==> config.mk <==
export PLATFORM = sky130hd
export DESIGN_NAME = vga_scanout
export DESIGN_NICKNAME = d
export VERILOG_FILES = /design/src/rtl/vga_scanout.sv
export SDC_FILE = /design/constraint.sdc
export NUM_CORES = 1
export LEC_CHECK = 0
export ABC_AREA = 1
export CAP_MARGIN = 20
export CORE_MARGIN = 5
export CORE_UTILIZATION = 65
export CTS_CLUSTER_SIZE = 30
export DETAILED_ROUTE_END_ITERATION = 16
export DONT_BUFFER_PORTS = 1
export PLACE_DENSITY = 0.79
export SLEW_MARGIN = 5
export SYNTH_ARGS = -nofsm -noshare
export SYNTH_HDL_FRONTEND = slang
export SYNTH_SLANG_ARGS = --single-unit
export TNS_END_PERCENT = 50
==> constraint.sdc <==
create_clock -name clk -period 9.04 [get_ports clk]
set_input_delay 0.904 -clock clk [delete_from_list [all_inputs] [get_ports clk]]
set_output_delay 0.904 -clock clk [all_outputs]
set_load 0.02 [all_outputs]
==> src/rtl/vga_scanout.sv <==
// vga_scanout: VGA raster timing generator plus framebuffer fetcher.
// Reads packed RGB332 pixels (4 per word) from shared video RAM over a
// request/grant port, buffers whole words in a small FIFO and emits
// registered pixel, sync and data-enable outputs on the pixel clock.
module vga_scanout #(
  parameter int WIDTH      = 32,
  parameter int FB_BASE    = 0,
  parameter int H_VISIBLE  = 640,
  parameter int H_FRONT    = 16,
  parameter int H_SYNC     = 96,
  parameter int H_BACK     = 48,
  parameter int V_VISIBLE  = 480,
  parameter int V_FRONT    = 10,
  parameter int V_SYNC     = 2,
  parameter int V_BACK     = 33,
  parameter int FIFO_DEPTH = 4
) (
  input  logic             clk,
  input  logic             reset,
  output logic [WIDTH-1:0] address,
  output logic             fb_req,
  input  logic             fb_gnt,
  input  logic [WIDTH-1:0] data_in,
  output logic [7:0]       pixel,
  output logic             hsync,
  output logic             vsync,
  output logic             de,
  output logic             underflow
);

  localparam int H_TOTAL     = H_VISIBLE + H_FRONT + H_SYNC + H_BACK;
  localparam int V_TOTAL     = V_VISIBLE + V_FRONT + V_SYNC + V_BACK;
  localparam int H_W         = $clog2(H_TOTAL + 1);
  localparam int V_W         = $clog2(V_TOTAL + 1);
  localparam int A_W         = $clog2(FIFO_DEPTH);
  localparam int C_W         = A_W + 1;
  localparam int O_W         = C_W + 1;
  localparam int TOTAL_WORDS = H_VISIBLE * V_VISIBLE / 4;

  localparam logic [H_W-1:0]   H_VIS_C    = H_W'(H_VISIBLE);
  localparam logic [H_W-1:0]   H_LAST_C   = H_W'(H_TOTAL - 1);
  localparam logic [H_W-1:0]   HS_START_C = H_W'(H_VISIBLE + H_FRONT);
  localparam logic [H_W-1:0]   HS_END_C   = H_W'(H_VISIBLE + H_FRONT + H_SYNC);
  localparam logic [V_W-1:0]   V_VIS_C    = V_W'(V_VISIBLE);
  localparam logic [V_W-1:0]   V_LAST_C   = V_W'(V_TOTAL - 1);
  localparam logic [V_W-1:0]   VS_START_C = V_W'(V_VISIBLE + V_FRONT);
  localparam logic [V_W-1:0]   VS_END_C   = V_W'(V_VISIBLE + V_FRONT + V_SYNC);
  localparam logic [WIDTH-1:0] BASE_C     = WIDTH'(FB_BASE);
  localparam logic [WIDTH-1:0] TOTAL_C    = WIDTH'(TOTAL_WORDS);
  localparam logic [O_W-1:0]   DEPTH_C    = O_W'(FIFO_DEPTH);

  // raster position
  logic [H_W-1:0]   h_cnt;
  logic [V_W-1:0]   v_cnt;
  logic [1:0]       sub;

  // word FIFO and fetch bookkeeping
  logic [WIDTH-1:0] mem [FIFO_DEPTH];
  logic [A_W-1:0]   wr_ptr;
  logic [A_W-1:0]   rd_ptr;
  logic [C_W-1:0]   count;
  logic             inflight;
  logic [WIDTH-1:0] word_idx;
  logic [WIDTH-1:0] words_left;
  // words whose display slot passed while the FIFO was empty; that many
  // returning reads are thrown away so the picture resumes column-correct
  logic [WIDTH-1:0] skip;

  logic             visible;
  logic             restart;
  logic             accept;
  logic             fifo_empty;
  logic             slot_end;
  logic             miss;
  logic             pop;
  logic             drop;
  logic             push;
  logic [C_W-1:0]   count_next;
  logic [WIDTH-1:0] word_idx_next;
  logic [WIDTH-1:0] words_left_next;
  logic [O_W-1:0]   occ_next;
  logic             req_next;
  logic [7:0]       head_byte;

  // decode raster state and work out this cycle's FIFO traffic
  always_comb begin
    visible         = (h_cnt < H_VIS_C) && (v_cnt < V_VIS_C);
    restart         = (h_cnt == '0) && (v_cnt == V_VIS_C);
    accept          = fb_req && fb_gnt;
    fifo_empty      = (count == '0);
    slot_end        = visible && (sub == 2'd3);
    miss            = slot_end && fifo_empty;
    pop             = slot_end && !fifo_empty;
    drop            = inflight && ((skip != '0) || miss);
    push            = inflight && !drop;
    count_next      = count;
    if (push) count_next = count_next + C_W'(1);
    if (pop)  count_next = count_next - C_W'(1);
    word_idx_next   = word_idx;
    words_left_next = words_left;
    if (accept) begin
      word_idx_next   = word_idx + WIDTH'(1);
      words_left_next = words_left - WIDTH'(1);
    end
    occ_next  = {1'b0, count_next} + {{C_W{1'b0}}, accept};
    req_next  = (occ_next < DEPTH_C) && (words_left_next != '0);
    head_byte = 8'h00;
    case (sub)
      2'd0: head_byte = mem[rd_ptr][7:0];
      2'd1: head_byte = mem[rd_ptr][15:8];
      2'd2: head_byte = mem[rd_ptr][23:16];
      2'd3: head_byte = mem[rd_ptr][31:24];
      default: head_byte = 8'h00;
    endcase
  end

  // horizontal and vertical raster counters
  always_ff @(posedge clk or posedge reset) begin
    if (reset) begin
      h_cnt <= '0;
      v_cnt <= '0;
    end else if (h_cnt == H_LAST_C) begin
      h_cnt <= '0;
      v_cnt <= (v_cnt == V_LAST_C) ? '0 : v_cnt + V_W'(1);
    end else begin
      h_cnt <= h_cnt + H_W'(1);
    end
  end

  // fetcher: request generation, FIFO pointers, frame restart at vblank
  always_ff @(posedge clk or posedge reset) begin
    if (reset) begin
      wr_ptr     <= '0;
      rd_ptr     <= '0;
      count      <= '0;
      inflight   <= 1'b0;
      word_idx   <= '0;
      words_left <= TOTAL_C;
      skip       <= '0;
      fb_req     <= 1'b0;
      address    <= BASE_C;
    end else if (restart) begin
      wr_ptr     <= '0;
      rd_ptr     <= '0;
      count      <= '0;
      inflight   <= 1'b0;
      word_idx   <= '0;
      words_left <= TOTAL_C;
      skip       <= '0;
      fb_req     <= (TOTAL_C != '0);
      address    <= BASE_C;
    end else begin
      if (push) wr_ptr <= wr_ptr + A_W'(1);
      if (pop)  rd_ptr <= rd_ptr + A_W'(1);
      count      <= count_next;
      inflight   <= accept;
      word_idx   <= word_idx_next;
      words_left <= words_left_next;
      if (miss && !drop)
        skip <= skip + WIDTH'(1);
      else if (drop && !miss)
        skip <= skip - WIDTH'(1);
      fb_req     <= req_next;
      address    <= BASE_C + word_idx_next;
    end
  end

  // FIFO storage; returning read data lands here one cycle after accept
  always_ff @(posedge clk) begin
    if (push && !restart)
      mem[wr_ptr] <= data_in;
  end

  // registered video outputs, one cycle behind the raster counters
  always_ff @(posedge clk or posedge reset) begin
    if (reset) begin
      pixel     <= 8'h00;
      de        <= 1'b0;
      hsync     <= 1'b1;
      vsync     <= 1'b1;
      underflow <= 1'b0;
      sub       <= 2'd0;
    end else begin
      de    <= visible;
      hsync <= !((h_cnt >= HS_START_C) && (h_cnt < HS_END_C));
      vsync <= !((v_cnt >= VS_START_C) && (v_cnt < VS_END_C));
      if (visible) begin
        pixel <= fifo_empty ? 8'h00 : head_byte;
        if (fifo_empty) underflow <= 1'b1;
        sub   <= sub + 2'd1;
      end else begin
        pixel <= 8'h00;
        if (restart) sub <= 2'd0;
      end
    end
  end

endmodule

==> metrics.txt <==
drt first-iter violations 792; initial antenna violation count 0; Initial DRT Pass Iterations 5; starting density of the core 0.666; CTS tree yes; Fill cells 1553; layout cells sized above 1 0.0664; final hold slack 380 ps; worst skew pair latency 540 ps; # rows 53; dpl hpwl 22100 um; Critical Path End Type flip-flop; EDFF count, synth 128; routability cong. 0.916; Yosys warning count 0; R2R Setup Slk 5410 ps; Rel. slew slack 0.273; Synth Flop Type dfrtp_1; Clock Sinks 267; TNS Setup 0 ps; Util after Layout 0.724; ANT nets after route 0; CP Class flip-flop to flip-flop; die area 24700 um^2; Yosys top cell by area edfxtp_1; Logic pwr share 0.370; max_cap viols 0; Hold WC Path Type input pin to asynchronous set/reset pin; via count 11200; top-area cell type share of the netlist area 0.273; met2 routed WL 16300 um; Gate Count Post-Synth 1606; Die Span Y 157 um; Worst Clk Skew 23.3 ps; Netlist cell types 53; Tcrit/Tclk final 0.401; Synth area leaders edfxtp_1, dfrtp_1, nand2_1; Synth-to-Final Area Change 8.68%; largest fanout on the critical path 40; largest net degree at the start of global routing 87; first-pass GRT wire length 53900 um; CP Launch Point sub[0]; CP Data Required Time 9470 ps; Yosys reg bits 267; Critical Path AT 4060 ps; Psw 0.00168 W; PD cells 285 nW/um^2; num ports 80; final setup margin 5410 ps; Port Buf Inserts 0; Synthesized Nets 1696; grt ovf 0; clk root buf clkbuf_16; P_leak 6.54 nW; routed wire length per instance 17.4 um; Slew Viols, Final 0; sequential-to-total area share from yosys stat 0.520; Post CTS Setup Buffer Count 0; Synth Cell Area 14100 um^2; most frequent cells in the layout nand2_1, nor2_1, inv_1; chip width 157 um; Final setup viols 0; vias in the first global route 11000; CTS resizes 0; M1 WL 13700 um; ant diodes 0; commonest non-fill, non-tap cell in the layout nand2_1; VDD IR max 0.220 mV; fin crit period 3630 ps; Seq pwr share 0.362; DRC 0; sw frac 0.385; Synth Area per Inst 8.78 um^2; Slew @ Worst Pin 1090 ps; Tot GR Track Use 0.268; Int Pwr 0.00268 W; number of CTS-inserted buffers 28; Final #Nets 1695; Max Used Layer met4; Hold Fails Final Rpt 0; Reg2Reg Depth 13; Reg-to-Reg End skip[29]; Worst Setup EP skip[29]; Core Region 21200 um^2; clock slew at reported path FFs 60 ps; final wirelength 33100 um; RSZ-0062 raised after global routing false; status completed; H-tree Lvls 1; Vias per Instance 5.88; Placement Setup Slack 5520 ps; Met3 Routed Length 2230 um; CTS Buffer Depth 3; asr flop ratio synth 0.521; f_max 276 MHz; Hold-fix buffers, CTS 0; crit start category flip-flop; Crit Reg-Reg Startpoint sub[0]; Clock power frac 0.267
worst min path at each step:
stage          startpoint        end  slack [ps]  cells after the start
4_1_cts             reset   pixel[1]         410                      1
5_1_grt        data_in[1]  mem[0][1]         430                      0
2_1_floorplan    h_cnt[0]   h_cnt[0]         450                      1
6_report            reset    skip[2]         380                      1
3_5_place_dp     h_cnt[0]   h_cnt[0]         480                      1
3_3_place_gp     h_cnt[0]   h_cnt[0]         470                      1
cell type report:
cell class / count / area (um^2) / area share
inverters: 189 / 714 / 0.0466
flip-flops and latches: 267 / 7330 / 0.479
multi-input cells: 1113 / 5920 / 0.386
well taps: 275 / 344 / 0.0225
clock buffers: 41 / 831 / 0.0542
clock inverters: 11 / 114 / 0.00743
repair buffers: 6 / 65.1 / 0.00425
through the flow:
step           instance area (um^2)  instances  total power, W
6_report                      15300       1902         0.00436
5_1_grt                       15300       1902         0.00464
4_1_cts                       15300       1902         0.00436
3_5_place_dp                  14400       1850         0.00319
3_3_place_gp                  14300       1849         0.00314
2_1_floorplan                 14100       1606         0.00282
cell usage after synthesis (2+ instances only):
master     number
dfrtp_1       133
xor2_1         22
o211ai_1        4
a21boi_0        2
o22ai_2        10
nor4_1         13
o21ai_1         5
o21a_1          6
dfstp_2         6
o221a_2         8
inv_1         185
buf_6           2
a21oi_1        89
inv_2           4
nor2_2          7
ha_1           54
edfxtp_1      128
nand3_1       102
nand3_2         2
o21bai_1        7
nand3b_1        6
nand2_1       293
o22ai_1        15
nor3_1         27
nand4_1        34
nor2_1        239
xnor2_1        17
nand2_2         3
buf_2           6
a21o_1          3
clkbuf_1       21
buf_1           6
a21oi_2         5
o21ai_0       112
o2111ai_1       3
a211oi_1        2
a311oi_1        9
flip-flops by register name (all words and copies together), names as in the netlist, 3 cells and up:
| name | flops |
|---|---|
| v_cnt | 10 |
| mem | 128 |
| count | 3 |
| pixel | 8 |
| word_idx | 32 |
| h_cnt | 10 |
| skip | 32 |
| words_left | 32 |
logic make-up (layout without fill, tap and decap cells):
group,Yosys count,count (layout),synth area share
DFF,267,267,0.520
and+or+nand+nor,735,735,0.223
adders and majority gates,55,55,0.0494
buffers and inverters,226,247,0.0621
AOI/OAI and AO/OA,284,284,0.121
xor gates and xnor gates,39,39,0.0242
worst max-delay path, cell delays in order, from the launching register on:
cell and delay (ps):
dfrtp_1 430, ha_1 500, nand4_4 190, or2_4 460, ha_1 430, nand3_1 90, nand2_1 150, a21oi_1 140
o21ai_0 600, nand3_1 150, nand3_1 150, a21oi_2 60, o21ai_1 100, nand2_1 60
power by group through the flow:
stage	logic (W)	registers [W]	clock network, W
global placement	0.00154	0.00159	0
detailed placement	0.00159	0.00160	0
CTS	0.00160	0.00158	0.00118
finish	0.00162	0.00158	0.00117
floorplan	0.00125	0.00157	0
global route	0.00182	0.00160	0.00123
per-layer routing:
metal  vias up  track usage
met5         -            0
met3        61       0.0470
li1       5430            -
met4         0       0.0787
met2       372        0.460
met1      5314        0.352
Note: power is estimated with default switching activity, not from simulation.
